`src/rtl/uart_rx.sv`:
```
// 8N1 UART receiver: two-flop input synchroniser, free-running oversample
// tick generator and a start/data/stop FSM with mid-bit sampling.
module uart_rx #(
  parameter int CLK_FREQ   = 100_000_000,
  parameter int BAUD       = 9600,
  parameter int OVERSAMPLE = 16
) (
  input  logic       clk,
  input  logic       reset,
  input  logic       i_rxd,
  output logic [7:0] o_rx_data,
  output logic       o_done,
  output logic       o_frame_err,
  output logic       o_busy
);

  localparam int DIV    = CLK_FREQ / (BAUD * OVERSAMPLE);
  localparam int DIV_W  = (DIV > 1) ? $clog2(DIV) : 1;
  localparam int TICK_W = $clog2(OVERSAMPLE);

  localparam logic [DIV_W-1:0]  DIV_LAST  = DIV_W'(DIV - 1);
  localparam logic [TICK_W-1:0] HALF_LAST = TICK_W'(OVERSAMPLE / 2 - 1);
  localparam logic [TICK_W-1:0] FULL_LAST = TICK_W'(OVERSAMPLE - 1);

  typedef enum logic [2:0] {
    IDLE,
    START,
    DATA,
    STOP,
    WAIT_IDLE
  } state_t;

  state_t             state, state_nxt;
  logic               rxd_m, rxd_s;
  logic [DIV_W-1:0]   div_cnt;
  logic               tick;
  logic [TICK_W-1:0]  tick_cnt, tick_cnt_nxt;
  logic [2:0]         bit_idx, bit_idx_nxt;
  logic [7:0]         shreg, shreg_nxt;
  logic [7:0]         rx_data_nxt;
  logic               done_nxt, frame_err_nxt;

  // Bring the asynchronous pin into the clock domain; idles high out of reset.
  always_ff @(posedge clk) begin
    if (reset) begin
      rxd_m <= 1'b1;
      rxd_s <= 1'b1;
    end else begin
      rxd_m <= i_rxd;
      rxd_s <= rxd_m;
    end
  end

  // Free-running oversample divider; never realigned to the start edge.
  always_ff @(posedge clk) begin
    if (reset) begin
      div_cnt <= '0;
    end else if (div_cnt == DIV_LAST) begin
      div_cnt <= '0;
    end else begin
      div_cnt <= div_cnt + 1'b1;
    end
  end

  assign tick   = (div_cnt == DIV_LAST);
  assign o_busy = (state != IDLE);

  // FSM state, counters and registered output strobes.
  always_ff @(posedge clk) begin
    if (reset) begin
      state       <= IDLE;
      tick_cnt    <= '0;
      bit_idx     <= '0;
      o_rx_data   <= 8'h00;
      o_done      <= 1'b0;
      o_frame_err <= 1'b0;
    end else begin
      state       <= state_nxt;
      tick_cnt    <= tick_cnt_nxt;
      bit_idx     <= bit_idx_nxt;
      o_rx_data   <= rx_data_nxt;
      o_done      <= done_nxt;
      o_frame_err <= frame_err_nxt;
    end
  end

  // Shift register holds the byte under assembly; its content is irrelevant until a frame completes.
  always_ff @(posedge clk) begin
    shreg <= shreg_nxt;
  end

  // Next-state logic: start qualification at mid start bit, then one sample per bit period.
  always_comb begin
    state_nxt     = state;
    tick_cnt_nxt  = tick_cnt;
    bit_idx_nxt   = bit_idx;
    shreg_nxt     = shreg;
    rx_data_nxt   = o_rx_data;
    done_nxt      = 1'b0;
    frame_err_nxt = 1'b0;
    case (state)
      IDLE: begin
        if (!rxd_s) begin
          state_nxt    = START;
          tick_cnt_nxt = '0;
          bit_idx_nxt  = '0;
        end
      end
      START: begin
        if (tick) begin
          if (tick_cnt == HALF_LAST) begin
            tick_cnt_nxt = '0;
            // A line that is high again by mid start bit was only a glitch.
            state_nxt    = rxd_s ? IDLE : DATA;
          end else begin
            tick_cnt_nxt = tick_cnt + 1'b1;
          end
        end
      end
      DATA: begin
        if (tick) begin
          if (tick_cnt == FULL_LAST) begin
            tick_cnt_nxt = '0;
            shreg_nxt    = {rxd_s, shreg[7:1]};
            bit_idx_nxt  = bit_idx + 3'd1;
            if (bit_idx == 3'd7) begin
              state_nxt = STOP;
            end
          end else begin
            tick_cnt_nxt = tick_cnt + 1'b1;
          end
        end
      end
      STOP: begin
        if (tick) begin
          if (tick_cnt == FULL_LAST) begin
            tick_cnt_nxt = '0;
            if (rxd_s) begin
              rx_data_nxt = shreg;
              done_nxt    = 1'b1;
              state_nxt   = IDLE;
            end else begin
              // Hold off until the line recovers so a break reports only once.
              frame_err_nxt = 1'b1;
              state_nxt     = WAIT_IDLE;
            end
          end else begin
            tick_cnt_nxt = tick_cnt + 1'b1;
          end
        end
      end
      WAIT_IDLE: begin
        if (rxd_s) begin
          state_nxt = IDLE;
        end
      end
      default: state_nxt = IDLE;
    endcase
  end

endmodule
```
`config.mk`:
```
export PLATFORM = sky130hd
export DESIGN_NAME = uart_rx
export DESIGN_NICKNAME = d
export VERILOG_FILES = /design/src/rtl/uart_rx.sv
export SDC_FILE = /design/constraint.sdc
export NUM_CORES = 1
export LEC_CHECK = 0
export CAP_MARGIN = 20
export CORE_MARGIN = 3
export CORE_UTILIZATION = 40
export CTS_CLUSTER_SIZE = 25
export DETAILED_ROUTE_END_ITERATION = 8
export PLACE_DENSITY = 0.59
export SKIP_LAST_GASP = 1
export SLEW_MARGIN = 20
export SYNTH_ARGS = -nofsm -noshare
export SYNTH_HDL_FRONTEND = slang
export SYNTH_SLANG_ARGS = --single-unit
```
`constraint.sdc`:
```
create_clock -name clk -period 4.9 [get_ports clk]
set_clock_uncertainty 0.05 [all_clocks]
set_input_delay 0.735 -clock clk [delete_from_list [all_inputs] [get_ports clk]]
set_output_delay 0.735 -clock clk [all_outputs]
set_load 0.03 [all_outputs]
```
* Yosys cells after proc, flatten, opt, wreduce, memory -nomap -nowiden
Cells that the tools add are included.
Storage, ports and cells: register bits 40, bits of input ports 3, word-level logic and storage cells 70
Cells by class: $add $sub $neg 3, equality and inequality tests 18, multiplexer cells 24, bitwise logic cells 3, reductions and logical operators 12
Operator list (count):
- $mux 3 | 13
- $mux 4 | 5
- $ne 2x2->1 const B | 9
- $pmux 3 s5 | 1
- $pmux 4 s3 | 1
- $reduce_and 4->1 | 3
- $add 10x1->10 const B | 1
- $eq 10x10->1 const B | 1
- $reduce_and 9->1 | 1
- $eq 3x2->1 const B | 2
- $eq 3x3->1 const B | 2
- $pmux 3 s2 | 1
- $reduce_bool 3->1 | 2
- $add 4x1->4 const B | 1
- $eq 4x3->1 const B | 1
- $eq 4x4->1 const B | 1
- $reduce_or 2->1 | 2
- $reduce_or 4->1 | 1
- $add 3x1->3 const B | 1
- $eq 3x1->1 const B | 1
- $logic_not 3->1 | 1
- $not 1->1 | 3
- $reduce_and 3->1 | 1
- $mux 1 | 2
- other kinds (3) | 3

* Logic depth before layout (Yosys ltp)
Gate-level depths: netlist of run 1.
depth after elaboration 5, mapped depth 8, gate-level depth less buffers 7

* Worst setup path before layout of run 1
No wires, ideal clock.
path type reg2reg, from register div_cnt[6], to register o_rx_data[0], setup time 128 ps, data arrival time 1879 ps, data required time 4722 ps, setup slack 2844 ps, cell stages (with the launch flop) 7, buffers on the path 1, clock period less this slack 2056 ps, cells stage by stage dfxtp_1 > or4b_4 > nor4_4 > and3_1 > buf_4 > mux2i_1 > nor2_1
Between the ends: longest elaborated chain between the ends 2
RTL lines:
- start, declared | RTL line 35 | logic [DIV_W-1:0] div_cnt;
- start signal, assigned | RTL line 61 | div_cnt <= div_cnt + 1'b1;
- $eq 10x10->1 | RTL line 65 | assign tick = (div_cnt == DIV_LAST);
- $reduce_and 4->1 (no line)
- end signal, assigned | RTL line 81 | o_rx_data <= rx_data_nxt;
- end, declared | RTL line 11 | output logic [7:0] o_rx_data,
No other way between the ends. A chain may end at the register's enable or synchronous reset.

* Worst setup path in the final report of run 1
from register state[1], to output o_busy
Between the ends: longest elaborated chain between the ends 1
RTL lines:
- start, declared | RTL line 33 | state_t state, state_nxt;
- start signal, assigned | RTL line 78 | state <= state_nxt;
- $reduce_bool 3->1 | RTL line 66 | assign o_busy = (state != IDLE);
- end, declared | RTL line 14 | output logic o_busy
No other way between the ends.

==> run_results.csv, run 1 <==
group,metric,value,unit
run_status,status,"finished, final reports clean",
synthesis,synth_seq_cells,40,
setup_path,crit_path_end_kind,"primary output",
cts,clock-root-buffer,"clkbuf_8",
cts,cts_tree,"done",
setup_path,cp.required,4120,ps
placed_design,pre_cts_ws,2410,ps
pwr,leakagePower,0.733,nW
synthesis,yosysWarningCount,0,
cts,cts_inserted_buffers,5,
pwr,fin_total_pwr,637,µW
synthesis,synthArstFlopShare,0,%
setup_path,critPathLaunchType,"flip-flop",
timing,fin_ws,2280,ps
timing,max_freq,381,MHz
routing,drcViolationCount,0,
setup_path,critical_path_class,"flip-flop to primary output",
timing,period_share,53.6,%
routing,vias,1185,
cells_and_area,areaGrowthSynthToFinish,15.8,%
timing,rsz0062_at_grt,"false",
floorplan,die_h,71.2,µm
global_routing,grt-ovfl-total,0,
floorplan,ios,14,
global_routing,antenna_found_initial,0,
timing,max-slew-margin-rel,47.6,%
floorplan,initial_utilization,42.0,%
cells_and_area,drive_gt1_share,10.0,%
synthesis,ys.flop_type,"dfxtp_1",
setup_path,critPathArrivalTime,1840,ps
global_routing,grt_pass1_wl,5090,µm
synthesis,synth_cell_type_count,37,
routing,drt-wirelength-per-cell,13.1,µm
placed_design,dpl.hpwl,2130,µm
setup_path,cp_max_fo,20,
pwr,power.density,323,mW/mm²
synthesis,syn_inst,167,
cts,cts.sinks,40,
floorplan,die-width,71.2,µm
synthesis,synth_edf_count,8,
routing,ant_nets,0,
synthesis,syn_avg_cell_area,10.2,µm²
synthesis,synth_top_area_share,37.6,%
cells_and_area,seqCellArea,881,µm²
cells_and_area,nets,187,
cells_and_area,n_fill_cell,359,
synthesis,yosysSeqAreaShare,51.7,%
synthesis,syn_area,0.00170,mm²
global_routing,groute.usage.overall,12.8,%
placed_design,io_buffers,13,
cts,cts.path.max_buffers,2,
floorplan,core,0.00406,mm²
timing,holdWs,368,ps
cts,ctsHoldBuffers,0,
cts,cts.clk_slew.worst_paths,70,ps
cells_and_area,multi_input_area,783,µm²
flow_run,drv_cap,0,
floorplan,die-area,0.00508,mm²
floorplan,rows,23,
routing,routed_wl,3020,µm
timing,setup_viol,0,
routing,drt_iter0_markers,124,
timing,min_period,2620,ps
pwr,ir_worst_vdd,0.000142,V
global_routing,grt_pass1_vias,1089,
cells_and_area,diodes,0,
timing,tns,0,ps
routing,drt-vias-per-instance,5.15,
timing,report.final.slew_viol_count,0,
cts,post_cts_buffers,0,
synthesis,yosys.area.top_type,"dfxtp_1",
cts,cts_max_level,2,
hold_path,min_path_type,"flip-flop to flip-flop",
placed_design,globalplace.congestion,0.776,
cts,clkLatencyLatePin,290,ps
cts,cts-resized-gates,0,
timing,hold_violations,0,
routing,dr.pass1.iters,4,
synthesis,synth_area_leaders,"dfxtp_1 (38%), edfxtp_1 (14%), mux2i_1 (7.1%)",
timing,tightest_slew,784,ps
synthesis,syn-num-nets,175,
global_routing,grt_max_degree,23,
-- stage by stage --
| step | cells | util (%) | area (µm²) |
|---|---|---|---|
| after global placement | 222 | 45.9 | 1860 |
| after detailed placement | 222 | 45.9 | 1860 |
| after global routing | 230 | 48.6 | 1970 |
| after floorplan | 167 | - | 1700 |
| final | 230 | 48.6 | 1970 |
| after CTS | 230 | 48.6 | 1970 |
-- placed cells by master, fill, tap and decap left out, types with 5 or more instances in the layout --
cell and count:
clkdlybuf4s50_1 13, nor2_1 27, xnor2_1 6, nand2_1 9, mux2i_1 12, and3_1 5
clkbuf_8 5, dfxtp_1 32, a21oi_1 10, o21ai_0 5, edfxtp_1 8, ha_1 5
-- area by class of cell --
class	count	area share [%]
Timing Repair Buffer	13	6.60
Clock inverter	3	2.16
Multi-Input combinational cell	118	39.7
Inverter	1	0.190
Sequential cell	40	44.7
Tap cell	50	3.17
Clock buffer	5	3.49
-- cell families after synthesis --
kind of cell | share of synthesized area (%)
AND/OR/NAND/NOR | 22.6
flip-flops | 51.7
AO/OA/AOI/OAI | 8.01
multiplexers | 7.05
XOR/XNOR | 4.63
buffers and inverters | 2.28
adder cells (fa/ha/maj) | 3.67
-- routing by layer --
| metal | up-vias | part of all wire [%] | track usage (%) | routed length [µm] |
|---|---|---|---|---|
| met2 | 17 | 48 | 20.0 | 1460 |
| met5 | - | 0 | 0 | 0 |
| li1 | 609 | - | - | - |
| met1 | 552 | 46 | 16.2 | 1380 |
| met4 | 0 | 1.9 | 5.64 | 57 |
| met3 | 7 | 4.0 | 4.21 | 121 |
-- flip-flops by register name (all words and copies together) (netlist names) --
signal	cells
bit_idx	3
div_cnt	10
o_done	1
o_frame_err	1
o_rx_data	8
rxd_m	1
rxd_s	1
shreg	8
state	3
tick_cnt	4
-- power by group --
| group | total [mW] | internal [mW] | switching, mW |
|---|---|---|---|
| logic | 0.0246 | 0.0106 | 0.0140 |
| clock network | 0.266 | 0.151 | 0.115 |
| registers | 0.346 | 0.338 | 0.00784 |
-- Yosys cell counts (2+ instances only) --
cell,number
dfxtp_1,32
nor2_1,27
mux2i_1,12
a21oi_1,10
nand2_1,9
edfxtp_1,8
clkbuf_1,6
xnor2_1,6
and3_1,5
ha_1,5
o21ai_0,5
nand3_1,4
or2_2,4
nor2b_1,3
nor3_1,3
xor2_1,3
a41oi_1,2
and2_1,2
nand2b_1,2
or3_1,2
-- path summary, 6_finish.rpt --
kind / slack [ps] / startpoint / to / cells after the start
max: 2280 / state[1] / o_busy / 2
min: 370 / rxd_m / rxd_s / 1
max reg2reg: 2410 / div_cnt[6] / o_rx_data[3] / 5
min reg2reg: 370 / rxd_m / rxd_s / 1
-- critical path, cell delays in order, from the launching register on --
cell and delay [ps]:
dfxtp_1 700, or3_1 190, clkdlybuf4s50_1 660
Note: power is estimated with default switching activity, not from simulation.
==> inputs of run 2 (changes only) <==
Clock period 4.9 ns to 2.5 ns, I/O delays scaled along.
==> run 2 against run 1 <==
  * Die area did not move
  * Non-clock buffer count rose by 4
  * Final area rose by 1.5%
  * Global-route usage rose by 0.17 points
  * Flip-flop and latch count did not move
  * Sequential power rose by 95%
  * Register-to-register slack got worse by 2100 ps
  * Final cell count rose by 1.7%
  * Critical endpoint is now tick_cnt[3]
  * Largest cell class unchanged
==> run_results.csv, run 2 (synthesized netlist as in run 1, its figures left out) <==
group,metric,value,unit
routing,wl_met2,1440,µm
cells_and_area,areaGrowthSynthToFinish,17.6,%
global_routing,antenna_found_initial,0,
routing,drt-vias-per-instance,5.28,
routing,drt_iter0_markers,38,
timing,max-slew-margin-rel,75.9,%
routing,ant_nets,0,
timing,rsz0062_at_grt,"false",
cts,cts.clk_slew.worst_paths,70,ps
floorplan,die-width,71.2,µm
setup_path,worst-path-buf-inv,0,
cells_and_area,nets,191,
setup_path,crit_path_cell_trace,"or4b_4 > o41ai_2 > nand2b_1 > or4_1 > a21oi_1",
cells_and_area,drive_gt1_share,12.5,%
flow_run,drv_cap,0,
cells_and_area,largest_reg_flops,10,
routing,vias,1236,
cts,cts_inserted_buffers,5,
floorplan,ios,14,
cells_and_area,design_area,0.00200,mm²
routing,wl_met3,135,µm
placed_design,dp_cells,226,
cts,cts-resized-gates,0,
cells_and_area,diodes,0,
global_routing,grt_pass1_vias,1135,
routing,routed_wl,3020,µm
cts,clkLatencyLatePin,300,ps
hold_path,min_path_type,"flip-flop to flip-flop",
setup_path,crit_path_end_kind,"flip-flop",
floorplan,initial_utilization,42.0,%
cells_and_area,final_common_cell,"dfxtp_1",
cts,cts_tree,"done",
global_routing,grt-ovfl-total,0,
cts,cts.path.max_buffers,2,
routing,routedLengthMet1,1420,µm
setup_path,critical-path-top-delay-family,"simple AND/OR/NAND/NOR gates",
cts,ctsHoldBuffers,0,
floorplan,rows,23,
cells_and_area,stdcell_count,234,
setup_path,critPathLaunchType,"flip-flop",
timing,setup_viol,0,
pwr,power.density,625,mW/mm²
global_routing,grt_max_degree,14,
run_status,status,"finished, final reports clean",
setup_path,cp.required,2670,ps
timing,max_freq,453,MHz
cells_and_area,top_register,"div_cnt",
timing,tightest_slew,359,ps
global_routing,groute.usage.overall,13.0,%
cells_and_area,n_fill_cell,377,
timing,period_share,88.3,%
placed_design,dpl.hpwl,2180,µm
timing,min_period,2210,ps
timing,report.final.slew_viol_count,0,
setup_path,critical_path_class,"flip-flop to flip-flop",
cts,post_cts_buffers,0,
routing,top_layer,"met4",
placed_design,globalplace.congestion,0.783,
pwr,leakagePower,0.752,nW
placed_design,place_area,0.00189,mm²
timing,hold_violations,0,
routing,drt-wirelength-per-cell,12.9,µm
setup_path,critPathMaxStageDelay,590,ps
floorplan,core,0.00406,mm²
timing,holdWs,368,ps
cts,clock-root-buffer,"clkbuf_8",
setup_path,cp_max_fo,6,
setup_path,critPathArrivalTime,2370,ps
placed_design,io_buffers,13,
timing,tns,0,ps
cells_and_area,reg.largest.list,"div_cnt (10), o_rx_data (8), shreg (8)",
floorplan,die-area,0.00508,mm²
pwr,fin_total_pwr,1.25,mW
cts,cts.sinks,40,
floorplan,die_h,71.2,µm
routing,drcViolationCount,0,
setup_path,critPathSlowestCell,"or4b_4",
cells_and_area,final_cell_mix,"dfxtp_1 (32), nor2_1 (27), clkdlybuf4s50_1 (13)",
routing,dr.pass1.iters,4,
pwr,ir_worst_vdd,0.000379,V
global_routing,grt_pass1_wl,5170,µm
cts,cts_max_level,2,
-- run 2: cell types whose count changed in the layout (fill, tap and decap cells not counted), sizes merged --
cell      previous run  this run
buf                  0         4
clkinvlp             0         1
clkinv               2         1
-- run 2: area by class of cell --
| cell class | count | area [µm²] | share of cell area [%] |
|---|---|---|---|
| inverter | 1 | 3.75 | 0.188 |
| tap | 50 | 62.6 | 3.13 |
| multi-input combinational | 118 | 783 | 39.1 |
| sequential | 40 | 881 | 44.0 |
| clock buffer | 5 | 68.8 | 3.44 |
| clock inverter | 3 | 42.5 | 2.13 |
| timing repair buffer | 17 | 160 | 8.00 |
-- run 2: per-layer routing --
metal / global-route usage [%] / vias to the layer above
li1: - / 616
met1: 16.1 / 587
met2: 20.9 / 28
met3: 4.63 / 5
met4: 4.38 / 0
met5: 0 / -
-- run 2: final timing paths --
check,from,slack (ps),depth (start not counted),to
worst max-delay path,div_cnt[6],290,5,tick_cnt[3]
worst min-delay path,rxd_m,370,1,rxd_s
worst max register to register,div_cnt[6],290,5,tick_cnt[3]
worst min register to register,rxd_m,370,1,rxd_s
-- run 2: report_power, final --
group | leakage, nW | total [mW] | internal, mW | switching, mW
combinational | 0.367 | 0.0546 | 0.0237 | 0.0309
clock | 0.0541 | 0.521 | 0.295 | 0.226
sequential | 0.331 | 0.674 | 0.662 | 0.0119
-- run 2: through the flow --
stage / setup slack [ps] / utilization (%)
2_1_floorplan: 444 / -
3_3_place_gp: 345 / 46.6
3_5_place_dp: 309 / 46.6
4_1_cts: 290 / 49.3
5_1_grt: 209 / 49.3
6_report: 294 / 49.3
==> patch: new RTL, settings of run 2 <==
`CLK_FREQ`: 100_000_000 -> 200_000_000.
--- a/src/rtl/uart_rx.sv
+++ b/src/rtl/uart_rx.sv
@@ -1,7 +1,7 @@
 // 8N1 UART receiver: two-flop input synchroniser, free-running oversample
 // tick generator and a start/data/stop FSM with mid-bit sampling.
 module uart_rx #(
-  parameter int CLK_FREQ   = 100_000_000,
+  parameter int CLK_FREQ   = 200_000_000,
   parameter int BAUD       = 9600,
   parameter int OVERSAMPLE = 16
 ) (
Function: same outputs for any inputs over 10 cycles, from zero or initial values and one cycle with reset high; that may be too few to reach the edited logic, so the function may still have changed.
==> patch against run 2 <==
Worst setup slack is essentially flat; clock power shrank 16%; die area grew 1.1%; design area shrank 0.25%; critical path type is now flip-flop to output port; critical endpoint is now o_busy; first-iteration DRC count grew 2.6%; total power shrank 3.5%; routed wire length grew 3.9%; largest power group unchanged; hold slack lost 0.0012 ns; sequential cell count grew 1; largest cell class unchanged; area after synthesis grew 1.2%.
==> patch: results (changes against run 2) <==
| Metric | Value |
|---|---|
| GRT Overall Usage | 13.30% (+0.33 points) |
| Outcome | finished clean |
| Top Registers | div_cnt (11), o_rx_data (8), shreg (8) |
| Maximum clock path buffer count | 2 (unchanged) |
| Reg clk slew, reported paths | 0.08 ns |
| First-pass GRT wire length | 5451 microns (+5.5%) |
| Worst slew pin tran | 0.5698 ns (+0.2110 ns) |
| Final #Nets | 194 (+1.6%) |
| Top area cells in the synthesized netlist | dfxtp_1 (38%), edfxtp_1 (14%), nor2_1 (5.9%) |
| Post-CTS sizing | 0 (unchanged) |
| Max FFs per register | 11 (+1) |
| Syn. warnings | 0 (unchanged) |
| Inst Count DP | 229 (+1.3%) |
| Final Non-Filler Cells | 237 (+1.3%) |
| Sequential area share after synthesis | 52.29% (+0.56 points) |
| Worst EP arrival | 1.78 ns (-0.59 ns) |
| CTS Buf Count | 5 (unchanged) |
| H-Tree Depth | 2 (unchanged) |
| Total grt overflow | 0 (unchanged) |
| Worst-Skew Late Latency | 0.30 ns (about the same) |
| Vias in the first global route | 1205 (+6.2%) |
| Largest net degree at the start of global routing | 23 (+9) |
| Post-route setup slack | 0.2938 ns (+0.0002800 ns) |
| Pre-CTS setup slack | 0.4063 ns (+0.09745 ns) |
| Commonest cells post-synth | dfxtp_1 (33), nor2_1 (27), a21oi_1 (9), mux2i_1 (9) |
| Mapped Nets | 178 (+1.7%) |
| Initial antenna violation count | 0 (unchanged) |
| Final HPWL DP | 2235 microns (+2.5%) |
| R2R setup slack | 0.42 ns (+0.13 ns) |
| Syn avg cell area | 10.13 sq um (-0.61%) |
| Port bufs | 13 (unchanged) |
| # diodes | 0 (unchanged) |
| Vias per cell | 5.392 (+2.1%) |
| Ratio of cells with drive above 1 in the final layout | 11.23% (-1.3 points) |
| CTS Hold Buffers Added | 0 (unchanged) |
| GPL Wtd Cong | 0.8044 (+2.7%) |
| Placed instance area | 0.001903 sq mm (+0.66%) |
| Primary FF master, synth | dfxtp_1 |
| DR pass1 iterations | 4 (unchanged) |
| Maximum vdd drop | 0.0003225 V (-15%) |
| Post-synth EDFFs | 8 (unchanged) |
| WHS | 0.3664 ns (-0.001179 ns) |
| Crit-path max FO | 13 (+7) |
| Drt initial violations | 39 (+2.6%) |
| Clock root cell | clkbuf_8 |
| Share of flip-flops with an asynchronous set or reset | 0% (unchanged) |
| Lkg Pwr | 0.6850 nW (-8.9%) |
| Average wire per standard cell | 13.26 microns (+2.6%) |
| Post-synth cell types | 39 (+5.4%) |
| HP Class | flip-flop to flip-flop |
| Setup bufs post-CTS | 0 (unchanged) |
## patch: cell count changes in the layout (fill, tap and decap cells not counted), moves of 3 or more
cell / run 2 / this run
nand4_1: 0 / 4
mux2i_1: 12 / 9
and3_1: 5 / 1
xnor2_1: 6 / 2
## patch: layout make-up
cell class	count	area, sq um
Tap cell	50	62.56
Timing Repair Buffer	15	145.1
Multi-Input combinational cell	120	783.3
Clock inverter	3	25.02
Clock buffer	5	68.82
Inverter	3	11.26
Sequential cell	41	900.9
Fill cell	392	2090
## patch: critical path: stages (launching register included)
cell	delay, ns
dfxtp_1	0.44
or3_1	0.44
clkdlybuf4s50_1	0.61
## patch: kinds of logic after synthesis
kind of cell               after synthesis  share of synthesized area (%)
AOI/OAI and AO/OA                       25                          9.659
xor gates and xnor gates                 7                          3.559
adders and majority gates                5                          3.631
buffers and inverters                    9                          2.251
DFF                                     41                          52.29
muxes                                    9                          5.229
and+or+nand+nor                         74                          23.38
## patch: where the power goes
part | internal (mW) | switching [mW]
clock network | 0.201 | 0.238
logic | 0.0323 | 0.0427
registers | 0.679 | 0.0128
## patch: worst paths after layout
kind         cells after the start         from           end
min                              1        rxd_m         rxd_s
max reg2reg                      6  tick_cnt[0]  o_rx_data[1]
min reg2reg                      1        rxd_m         rxd_s
max                              2     state[2]        o_busy
## patch: metal layers
layer	vias up	track usage (%)	share of wire, %
met5	-	0	0
met4	0	5.637	1.3
met3	5	3.086	3.8
met2	29	21.43	47
met1	608	17.09	48
li1	636	-	-
